## config.mk

```make
export PLATFORM = sky130hd
export DESIGN_NAME = ghr_ctrl_flat
export DESIGN_NICKNAME = d
export VERILOG_FILES = /design/src/rtl/ghr_pkg.sv /design/src/rtl/ghr_ctrl_if.sv /design/src/rtl/dffen.sv /design/src/rtl/ghr_ckpt_ring.sv /design/src/rtl/ghr_ctrl.sv /design/src/flat_wrapper.sv
export SDC_FILE = /design/constraint.sdc
export NUM_CORES = 1
export LEC_CHECK = 0
export BUFFER_PORTS_ARGS = -buffer_cell sky130_fd_sc_hd__buf_4
export CAP_MARGIN = 20
export CELL_PAD_IN_SITES_DETAIL_PLACEMENT = 1
export CELL_PAD_IN_SITES_GLOBAL_PLACEMENT = 2
export CORE_MARGIN = 5
export CORE_UTILIZATION = 35
export DETAILED_ROUTE_END_ITERATION = 7
export PLACE_DENSITY_LB_ADDON = 0.1
export SYNTH_ARGS = -nofsm -noshare
export SYNTH_HDL_FRONTEND = slang
export SYNTH_SLANG_ARGS = --single-unit
```

## constraint.sdc

```tcl
create_clock -name clk -period 5 [get_ports clk]
set_input_delay 0 -clock clk [delete_from_list [all_inputs] [get_ports clk]]
set_output_delay 0 -clock clk [all_outputs]
set_load 0.005 [all_outputs]
```

## src/rtl/ghr_pkg.sv

```systemverilog
// Shared types and helpers for the global-history-register controller.
package ghr_pkg;

    // Default history width and checkpoint depth.
    localparam int GHR_W      = 32;
    localparam int GHR_N_CKPT = 8;

    // Widest history the shift helper handles; W must not exceed this.
    localparam int GHR_MAX_W  = 64;

    // RECOVER is a one-cycle bubble after a mispredict or flush.
    typedef enum logic {
        RUN     = 1'b0,
        RECOVER = 1'b1
    } ghr_state_t;

    // Shift a new outcome into bit 0. Callers zero-extend their history to
    // GHR_MAX_W and truncate the result back to their own width.
    function automatic logic [GHR_MAX_W-1:0] ghr_shift(
        input logic [GHR_MAX_W-1:0] hist,
        input logic                 bit_in
    );
        return {hist[GHR_MAX_W-2:0], bit_in};
    endfunction

endpackage

```

## src/rtl/ghr_ctrl_if.sv

```systemverilog
// Predictor / resolve / retire / history bus of the GHR controller.
interface ghr_ctrl_if #(
    parameter int W      = ghr_pkg::GHR_W,
    parameter int N_CKPT = ghr_pkg::GHR_N_CKPT
);
    localparam int IW = $clog2(N_CKPT);

    logic          pred_valid;
    logic          pred_taken;
    logic          pred_ready;
    logic [IW-1:0] pred_id;
    logic          resolve_valid;
    logic [IW-1:0] resolve_id;
    logic          resolve_taken;
    logic          retire_valid;
    logic          retire_taken;
    logic          flush;
    logic [W-1:0]  spec_hist;
    logic [W-1:0]  arch_hist;
    logic [IW:0]   occupancy;
    logic          recovering;

    // Pipeline side: fetch, branch unit, ROB and the predictor tables.
    modport master (
        output pred_valid, pred_taken, resolve_valid, resolve_id, resolve_taken,
               retire_valid, retire_taken, flush,
        input  pred_ready, pred_id, spec_hist, arch_hist, occupancy, recovering
    );

    // Controller side.
    modport slave (
        input  pred_valid, pred_taken, resolve_valid, resolve_id, resolve_taken,
               retire_valid, retire_taken, flush,
        output pred_ready, pred_id, spec_hist, arch_hist, occupancy, recovering
    );
endinterface

```

## src/rtl/dffen.sv

```systemverilog
// Enabled register with synchronous active-high reset to zero.
module dffen #(
    parameter int WIDTH = 1
) (
    input  logic             clk,
    input  logic             reset,
    input  logic             en,
    input  logic [WIDTH-1:0] d,
    output logic [WIDTH-1:0] q
);
    // Load on enable; reset has priority.
    always_ff @(posedge clk) begin
        if (reset)
            q <= '0;
        else if (en)
            q <= d;
    end
endmodule

```

## src/rtl/ghr_ckpt_ring.sv

```systemverilog
// Checkpoint storage: one write port at the ring tail, one asynchronous read
// port so a mispredict can restore history in the same cycle it arrives.
module ghr_ckpt_ring #(
    parameter int W      = 32,
    parameter int N_CKPT = 8
) (
    input  logic                      clk,
    input  logic                      we,
    input  logic [$clog2(N_CKPT)-1:0] waddr,
    input  logic [W-1:0]              wdata,
    input  logic [$clog2(N_CKPT)-1:0] raddr,
    output logic [W-1:0]              rdata
);
    logic [W-1:0] mem [N_CKPT];

    // Contents are don't-care until written, so no reset.
    always_ff @(posedge clk) begin
        if (we)
            mem[waddr] <= wdata;
    end

    assign rdata = mem[raddr];
endmodule

```

## src/rtl/ghr_ctrl.sv

```systemverilog
// Speculative / architectural global-history controller with a ring of
// per-branch checkpoints for single-cycle mispredict recovery.
module ghr_ctrl
    import ghr_pkg::*;
#(
    parameter int W      = GHR_W,
    parameter int N_CKPT = GHR_N_CKPT
) (
    input  logic       clk,
    input  logic       reset,
    ghr_ctrl_if.slave  bus
);
    localparam int IW = $clog2(N_CKPT);
    localparam int CW = IW + 1;

    ghr_state_t    state_reg, state_next;
    logic [IW-1:0] head_reg, head_next;
    logic [IW-1:0] tail_reg, tail_next;
    logic [CW-1:0] count_reg, count_next;

    logic [W-1:0]  spec_q, spec_next, arch_q;
    logic          spec_en;
    logic [W-1:0]  ckpt_rd;
    logic [W-1:0]  spec_pred_sh, arch_ret_sh, ckpt_res_sh;
    logic [IW-1:0] res_dist;
    logic          pred_fire;

    // Ready never depends on pred_valid, so fetch sees no combinational loop.
    assign bus.pred_ready = (state_reg == RUN) && (count_reg != CW'(N_CKPT))
                          && !bus.resolve_valid && !bus.flush;
    assign pred_fire      = bus.pred_valid && bus.pred_ready;

    assign spec_pred_sh = W'(ghr_shift(GHR_MAX_W'(spec_q), bus.pred_taken));
    assign arch_ret_sh  = W'(ghr_shift(GHR_MAX_W'(arch_q), bus.retire_taken));
    assign ckpt_res_sh  = W'(ghr_shift(GHR_MAX_W'(ckpt_rd), bus.resolve_taken));

    // Distance of the mispredicted branch from the oldest entry, mod N_CKPT.
    assign res_dist = bus.resolve_id - head_reg;

    ghr_ckpt_ring #(
        .W      (W),
        .N_CKPT (N_CKPT)
    ) u_ring (
        .clk   (clk),
        .we    (pred_fire),
        .waddr (tail_reg),
        .wdata (spec_q),
        .raddr (bus.resolve_id),
        .rdata (ckpt_rd)
    );

    dffen #(.WIDTH(W)) u_spec (
        .clk   (clk),
        .reset (reset),
        .en    (spec_en),
        .d     (spec_next),
        .q     (spec_q)
    );

    dffen #(.WIDTH(W)) u_arch (
        .clk   (clk),
        .reset (reset),
        .en    (bus.retire_valid),
        .d     (arch_ret_sh),
        .q     (arch_q)
    );

    // Event priority: flush, then mispredict, then prediction; retire always applies.
    always_comb begin
        state_next = RUN;
        head_next  = head_reg + IW'(bus.retire_valid);
        tail_next  = tail_reg;
        count_next = count_reg - CW'(bus.retire_valid);
        spec_next  = spec_q;
        spec_en    = 1'b0;
        if (bus.flush) begin
            spec_next  = bus.retire_valid ? arch_ret_sh : arch_q;
            spec_en    = 1'b1;
            head_next  = '0;
            tail_next  = '0;
            count_next = '0;
            state_next = RECOVER;
        end else if (bus.resolve_valid) begin
            spec_next  = ckpt_res_sh;
            spec_en    = 1'b1;
            tail_next  = bus.resolve_id + IW'(1);
            count_next = {1'b0, res_dist} + CW'(1) - CW'(bus.retire_valid);
            state_next = RECOVER;
        end else if (pred_fire) begin
            spec_next  = spec_pred_sh;
            spec_en    = 1'b1;
            tail_next  = tail_reg + IW'(1);
            count_next = count_reg + CW'(1) - CW'(bus.retire_valid);
        end
    end

    // Ring pointers, occupancy and FSM state.
    always_ff @(posedge clk) begin
        if (reset) begin
            state_reg <= RUN;
            head_reg  <= '0;
            tail_reg  <= '0;
            count_reg <= '0;
        end else begin
            state_reg <= state_next;
            head_reg  <= head_next;
            tail_reg  <= tail_next;
            count_reg <= count_next;
        end
    end

    assign bus.pred_id    = tail_reg;
    assign bus.occupancy  = count_reg;
    assign bus.spec_hist  = spec_q;
    assign bus.arch_hist  = arch_q;
    assign bus.recovering = (state_reg == RECOVER);
endmodule

```

## src/flat_wrapper.sv

```systemverilog
// flat-port wrapper written by rule: the top's interface ports become plain ports
module ghr_ctrl_flat import ghr_pkg::*;
#(
    parameter int W      = GHR_W,
    parameter int N_CKPT = GHR_N_CKPT
)
  (clk, reset, bus_pred_valid, bus_pred_taken, bus_resolve_valid, bus_resolve_id, bus_resolve_taken, bus_retire_valid, bus_retire_taken, bus_flush, bus_pred_ready, bus_pred_id, bus_spec_hist, bus_arch_hist, bus_occupancy, bus_recovering);
  ghr_ctrl_if #(.W(W), .N_CKPT(N_CKPT)) bus_i ();
  input  logic clk;
  input  logic reset;
  input wire logic [$bits(bus_i.pred_valid)-1:0] bus_pred_valid;
  input wire logic [$bits(bus_i.pred_taken)-1:0] bus_pred_taken;
  input wire logic [$bits(bus_i.resolve_valid)-1:0] bus_resolve_valid;
  input wire logic [$bits(bus_i.resolve_id)-1:0] bus_resolve_id;
  input wire logic [$bits(bus_i.resolve_taken)-1:0] bus_resolve_taken;
  input wire logic [$bits(bus_i.retire_valid)-1:0] bus_retire_valid;
  input wire logic [$bits(bus_i.retire_taken)-1:0] bus_retire_taken;
  input wire logic [$bits(bus_i.flush)-1:0] bus_flush;
  output wire logic [$bits(bus_i.pred_ready)-1:0] bus_pred_ready;
  output wire logic [$bits(bus_i.pred_id)-1:0] bus_pred_id;
  output wire logic [$bits(bus_i.spec_hist)-1:0] bus_spec_hist;
  output wire logic [$bits(bus_i.arch_hist)-1:0] bus_arch_hist;
  output wire logic [$bits(bus_i.occupancy)-1:0] bus_occupancy;
  output wire logic [$bits(bus_i.recovering)-1:0] bus_recovering;
  assign bus_i.pred_valid = bus_pred_valid;
  assign bus_i.pred_taken = bus_pred_taken;
  assign bus_i.resolve_valid = bus_resolve_valid;
  assign bus_i.resolve_id = bus_resolve_id;
  assign bus_i.resolve_taken = bus_resolve_taken;
  assign bus_i.retire_valid = bus_retire_valid;
  assign bus_i.retire_taken = bus_retire_taken;
  assign bus_i.flush = bus_flush;
  assign bus_pred_ready = bus_i.pred_ready;
  assign bus_pred_id = bus_i.pred_id;
  assign bus_spec_hist = bus_i.spec_hist;
  assign bus_arch_hist = bus_i.arch_hist;
  assign bus_occupancy = bus_i.occupancy;
  assign bus_recovering = bus_i.recovering;
  ghr_ctrl #(.W(W), .N_CKPT(N_CKPT)) u_core (.clk(clk), .reset(reset), .bus(bus_i));
endmodule
```

After elaboration in Yosys (flattened, before gate mapping)
Memory sizes are Yosys's and may differ from the RTL's. Cells that the tools add are included.

Flip-flop bits (word level): 75. Bits in writable memories: 256. Bits of input ports: 12. Memory bits (read-only): 0. Bits in latches: 0. Word-level logic and storage cells: 42. Memories: 1.

Memories: u_core.u_ring.mem (depth 8, width 32, rd ports 1, clocked after Yosys merged registers in 0, write ports 1, RTL line ghr_ckpt_ring.sv:14) `logic [W-1:0] mem [N_CKPT];`.

Shift-type cells: 0. Reductions and logical operators: 10. Add/sub/neg operators: 9. Equality and inequality tests: 1. Magnitude comparators: 0. Multipliers: 0. Mux-type cells: 14. Bitwise logic cells: 1. Div/mod/pow operators: 0.

Operators by type and width (number): 32-bit 2-to-1 mux (4); 4-bit by 1-bit subtractor with 4-bit output (3); 4-bit 2-to-1 mux (2); 3-bit by 1-bit adder with 3-bit output, second input constant (2); 1-bit 2-to-1 mux (6); 3-bit 2-to-1 mux (2); 3-bit by 1-bit adder with 4-bit output, second input constant (1); 4-bit by 1-bit adder with 4-bit output, second input constant (1); 1-bit logical AND (4); 4-bit inequality test, second input constant (1); 3-bit by 1-bit adder with 3-bit output (1); 3-bit nonzero test (1); 3-bit subtractor (1); 1-bit zero test (2); 2-bit AND reduction (1); 2-bit nonzero test (1); 2-bit OR reduction (1); 1-bit NOT (1).

Depth between registers and ports, before layout
Depth in word-level cells: 9. Depth in mapped cells: 11. Gate-level depth less buffers: 8.

By module
From an unflattened synthesis, not the netlist that was laid out.

Cells, all modules: 822. Area total of the unflattened synthesis: 14101.0 µm².

Modules (own cells, without submodules): ghr_ckpt_ring (area an instance 9825.7 µm², instances 1, seq. area each 7687.4 µm², cells each 383); dffen (area an instance 1163.6 µm², instances 2, seq. area each 640.6 µm², cells each 103); ghr_ctrl (area an instance 1948.1 µm², instances 1, seq. area each 220.2 µm², cells each 233).

Worst setup path after synthesis
Ideal clock, no wire load.

Path kind: register to register. Start: register u_core.count_reg[2] (netlist: u_core.bus.occupancy[2]). End: memory u_core.u_ring.mem[2][0] (enable). Period minus slack after synthesis: 4.954 ns. Required time: 4.492 ns. Arrival time: 4.446 ns. Path slack: 0.046 ns. Buffers on the path: 1. Stages on the path, launching flop included: 7. Path through: dfxtp_1 inv_1 ha_1 or3b_1 clkbuf_1 nand2_1 nor4b_1.

Cells in the longest elaborated chain, start to end: 7.

RTL lines: from (decl) (RTL line ghr_ctrl.sv:19) `logic [CW-1:0] count_reg, count_next;`; from (signal assigned) (RTL line ghr_ctrl.sv:108) `count_reg <= count_next;`; 4-bit inequality test (RTL line ghr_ctrl.sv:29) `assign bus.pred_ready = (state_reg == RUN) && (count_reg != CW'(N_CKPT))`; 1-bit logical AND (RTL line ghr_ctrl.sv:29); 1-bit logical AND (2 in a row) (RTL line ghr_ctrl.sv:30) `&& !bus.resolve_valid && !bus.flush;`; 1-bit logical AND (RTL line ghr_ctrl.sv:31) `assign pred_fire = bus.pred_valid && bus.pred_ready;`; 1-bit 2-to-1 mux (RTL line ghr_ckpt_ring.sv:18) `if (we)`; 1-bit 2-to-1 mux (not written as such) (RTL line ghr_ckpt_ring.sv:19) `mem[waddr] <= wdata;`; to (decl) (RTL line ghr_ckpt_ring.sv:14).

Every way passes these cells.

Worst setup path after layout
Start: register u_core.count_reg[2] (netlist: u_core.bus.occupancy[2]). End: register u_core.u_spec.q[0].

Cells in the longest elaborated chain, start to end: 9.

RTL lines: 4-bit inequality test (*) (RTL line ghr_ctrl.sv:29); 1-bit logical AND (*) (RTL line ghr_ctrl.sv:29); 1-bit logical AND (*) (2 in a row) (RTL line ghr_ctrl.sv:30); 1-bit logical AND (*) (RTL line ghr_ctrl.sv:31); 1-bit 2-to-1 mux (RTL line ghr_ctrl.sv:89) `end else if (pred_fire) begin`; 1-bit 2-to-1 mux (RTL line ghr_ctrl.sv:83) `end else if (bus.resolve_valid) begin`; 1-bit 2-to-1 mux (RTL line ghr_ctrl.sv:76) `if (bus.flush) begin`; 2-bit AND reduction (no source line) (*); to (signal assigned) (RTL line dffen.sv:14) `q <= '0;`; to (signal assigned) (RTL line dffen.sv:16) `q <= d;`; to (decl) (RTL line dffen.sv:9) `output logic [WIDTH-1:0] q`.

Mark *: on every way between the ends. The rest lies on a longest branch, timed or not. A chain may end at the register's enable or synchronous reset.

==> flow_summary.rst <==
.. list-table::
   :header-rows: 1

   * - Metric
     - Value
   * - Status
     - completed
   * - Setup TNS after final layout
     - 0 ps
   * - Initial DRC Count
     - 271
   * - Synthesized netlist net count
     - 876
   * - Worst setup skew after layout
     - 15.9 ps
   * - Minimum clock period
     - 2960 ps
   * - Area growth from synthesis to layout
     - 18.6%
   * - Hold Worst Slack
     - 75.2 ps
   * - Worst-path clk slew
     - 60 ps
   * - Critical path launch point type
     - flip-flop
   * - Routed length per instance
     - 22.2 um
   * - Total clock buffers created by CTS
     - 37
   * - Die outline area
     - 0.0402 mm^2
   * - Die extent in x
     - 201 um
   * - Xor and xnor fraction of the mapped netlist area
     - 0.551%
   * - Clock tree from TritonCTS
     - yes
   * - Number of buffer and inverter stages on the critical path
     - 3
   * - PwrDens
     - 382 mW/mm^2
   * - Final setup fails
     - 0
   * - Largest reg by FF count
     - u_core.u_ring.mem
   * - Vias per cell
     - 5.28
   * - Hold Fails Final Rpt
     - 0
   * - Vert. Die Dim
     - 201 um
   * - Adder-cell area share of the yosys netlist
     - 1.44%
   * - Global-route wire length before repair
     - 49.8 mm
   * - Final layout net count
     - 963
   * - Floorplan row count
     - 69
   * - Count of flip-flops with a built-in enable after synthesis
     - 248
   * - Last weighted congestion value of the routability-driven placer
     - 0.734
   * - Achievable Freq
     - 337 MHz
   * - Sequential cell area fraction in the yosys report
     - 70.4%
   * - Critical path cell sequence
     - inv_1, ha_1, nor3b_1, o21ai_4, buf_16, o22ai_1, a21oi_1, dlygate4sd3_1
   * - Leftover overflow at the end of global routing
     - 0
   * - Sum of routed wire length over all layers
     - 31.6 mm
   * - Post-layout utilization of the core
     - 42.2%
   * - Dominant combinational cell family by area after synthesis
     - multiplexers
   * - Total number of H-tree levels
     - 2
   * - Aggregate global-route resource usage
     - 15.5%
   * - Vias
     - 7,521
   * - Worst-skew pair later-pin latency
     - 500 ps
   * - Maximum root-to-sink buffer count
     - 3
   * - Max cap viols
     - 0
   * - Source of the critical timing path
     - u_core.bus.occupancy[2]
   * - Starting density of the core
     - 35.6%
   * - RR Startpoint
     - u_core.bus.occupancy[2]
   * - Total number of yosys warnings
     - 0
   * - Final clock period utilization by the worst path
     - 59.3%
   * - Number of diodes
     - 0
   * - Total half-perimeter wirelength after legalization and detailed placement
     - 18.0 mm
   * - Setup repair after global routing missed its margin
     - false
   * - Max transition margin
     - 28.8%
   * - Largest register FFs
     - 248
   * - Fraction of layout instances using a drive strength above 1
     - 17.7%
   * - Syn avg cell area
     - 15.0 um^2
   * - Transition at the pin with the smallest max-transition slack
     - 1070 ps
   * - Static leakage
     - 5.54 nW
   * - Port Buffers
     - 84
   * - Number of register bits inferred by synthesis
     - 323
   * - CP Class
     - flip-flop to flip-flop
   * - Number of unique standard cell types used by synthesis
     - 38
   * - Crit end category
     - flip-flop
   * - WP data required
     - 5390 ps
   * - Routed Antenna Nets
     - 0
   * - Max IR drop VDD
     - 0.000203 V
   * - Floorplan core area
     - 0.0357 mm^2
   * - Area fraction in and, or, nand and nor cells after synthesis
     - 3.64%
   * - Most frequently used flop master after synthesis
     - edfxtp_1
   * - # DRC
     - 0
   * - Top flop regs
     - u_core.u_ring.mem: 248 flops, u_core.u_arch.q: 32 flops, u_core.u_spec.q: 32 flops
   * - Length of the first detailed-routing pass in iterations
     - 4
   * - Cell area after synthesis
     - 0.0127 mm^2
   * - Count of clock tree sinks
     - 323
   * - Fraction of synthesized area in multiplexers
     - 12.5%
   * - Number of global-route vias before repair
     - 8,412
   * - Launch instance of the worst min-delay path
     - bus_resolve_id[1]
   * - Most frequent standard cell in the layout excluding fill and tap cells
     - edfxtp_1
   * - Most frequent cells in the layout
     - 248 x edfxtp_1, 156 x mux2i_1, 94 x buf_4
   * - Type of the most critical hold path
     - primary input to flip-flop
   * - Largest incremental delay on the critical path
     - 810 ps
   * - Top fanout value on the critical path
     - 17
   * - I/O pin count
     - 85
   * - Slack of the critical path
     - 2040 ps
   * - Compound-cell area share of the yosys netlist
     - 9.04%
   * - Worst Setup Slack post-DPL
     - 2270 ps
   * - Synthesized instance count
     - 850
   * - Initial antenna violation count
     - 0
   * - Proportion of register bits with asynchronous set or reset after synthesis
     - 0%
   * - Buffer count from post-CTS setup fixing
     - 0
   * - Worst-path cell with the longest stage delay
     - nor3b_1
   * - Fin. max-slew vios
     - 0
   * - Worst EP arrival
     - 3360 ps
   * - Cell family with the largest share of critical-path delay
     - buffers and inverters
   * - Buffer type at the clock tree root
     - clkbuf_16
   * - Largest net degree at the start of global routing
     - 101
where the power goes:
| part | switching [mW] | leakage [nW] | internal [mW] |
|---|---|---|---|
| logic | 0.184 | 2.08 | 0.132 |
| registers | 0.0594 | 2.91 | 2.92 |
| clock network | 1.01 | 0.543 | 1.45 |
| total | 1.25 | 5.54 | 4.50 |
synthesized netlist by cell type (9+ instances only):
| cell | count | area (um^2) |
|---|---|---|
| o21ai_0 | 38 | 190 |
| clkbuf_1 | 33 | 124 |
| inv_1 | 11 | 41.3 |
| o221ai_1 | 31 | 272 |
| dfxtp_1 | 75 | 1500 |
| a31oi_1 | 31 | 194 |
| edfxtp_1 | 248 | 7450 |
| buf_2 | 18 | 90.1 |
| nand2_1 | 35 | 131 |
| a21oi_1 | 9 | 45.0 |
| nor2_1 | 37 | 139 |
| o22ai_1 | 64 | 400 |
| ha_1 | 13 | 163 |
| mux2i_1 | 156 | 1560 |
cell type report:
class	instances	area [um^2]
fill	3611	20700
sequential	323	8950
multi-input combinational	457	3520
clock buffer	51	1040
timing repair buffer	107	882
tap	461	577
clock inverter	14	72.6
inverter	11	41.3
final timing paths:
check,end,slack [ps],cells past startpoint
max,u_core.u_spec.q[0],2040,8
min,u_core.u_spec.q[13],80,3
max reg2reg,u_core.u_spec.q[0],2040,8
min reg2reg,u_core.head_reg[2],560,2
metrics by stage:
step / instances / cell area [um^2] / total power, mW
detailed placement: 1349 / 13900 / 3.36
floorplan: 850 / 12700 / 3.22
CTS: 1423 / 15100 / 5.84
global route: 1424 / 15100 / 5.99
global placement: 1348 / 13800 / 3.34
finish: 1424 / 15100 / 5.76
layer usage:
| metal | routed length [um] | vias up | GRT usage, % |
|---|---|---|---|
| met3 | 941 | 46 | 2.44 |
| li1 | - | 3507 | - |
| met4 | 651 | 0 | 3.86 |
| met1 | 14300 | 3857 | 20.4 |
| met5 | 0 | - | 0 |
| met2 | 15700 | 111 | 27.0 |
worst register-to-register path, stage by stage (launching register included):
cell	delay (ps)
dfxtp_1	360
inv_1	80
ha_1	150
nor3b_1	810
o21ai_4	370
buf_16	270
o22ai_1	210
a21oi_1	60
dlygate4sd3_1	550
logic make-up (layout without fill, tap and decap cells):
group                      Yosys count  after routing
buffers and inverters               70            183
and+or+nand+nor                     98             98
muxes                              158            158
DFF                                323            323
adders and majority gates           14             14
AOI/OAI and AO/OA                  179            179
xor gates and xnor gates             8              8
repair_timing:
action | 4_1_cts | 5_1_grt
gates resized for setup | 0 | 0
hold buffers | 9 | 0
hold endpoints to repair | 14 | 0
Power figures use the tool's default switching activity.
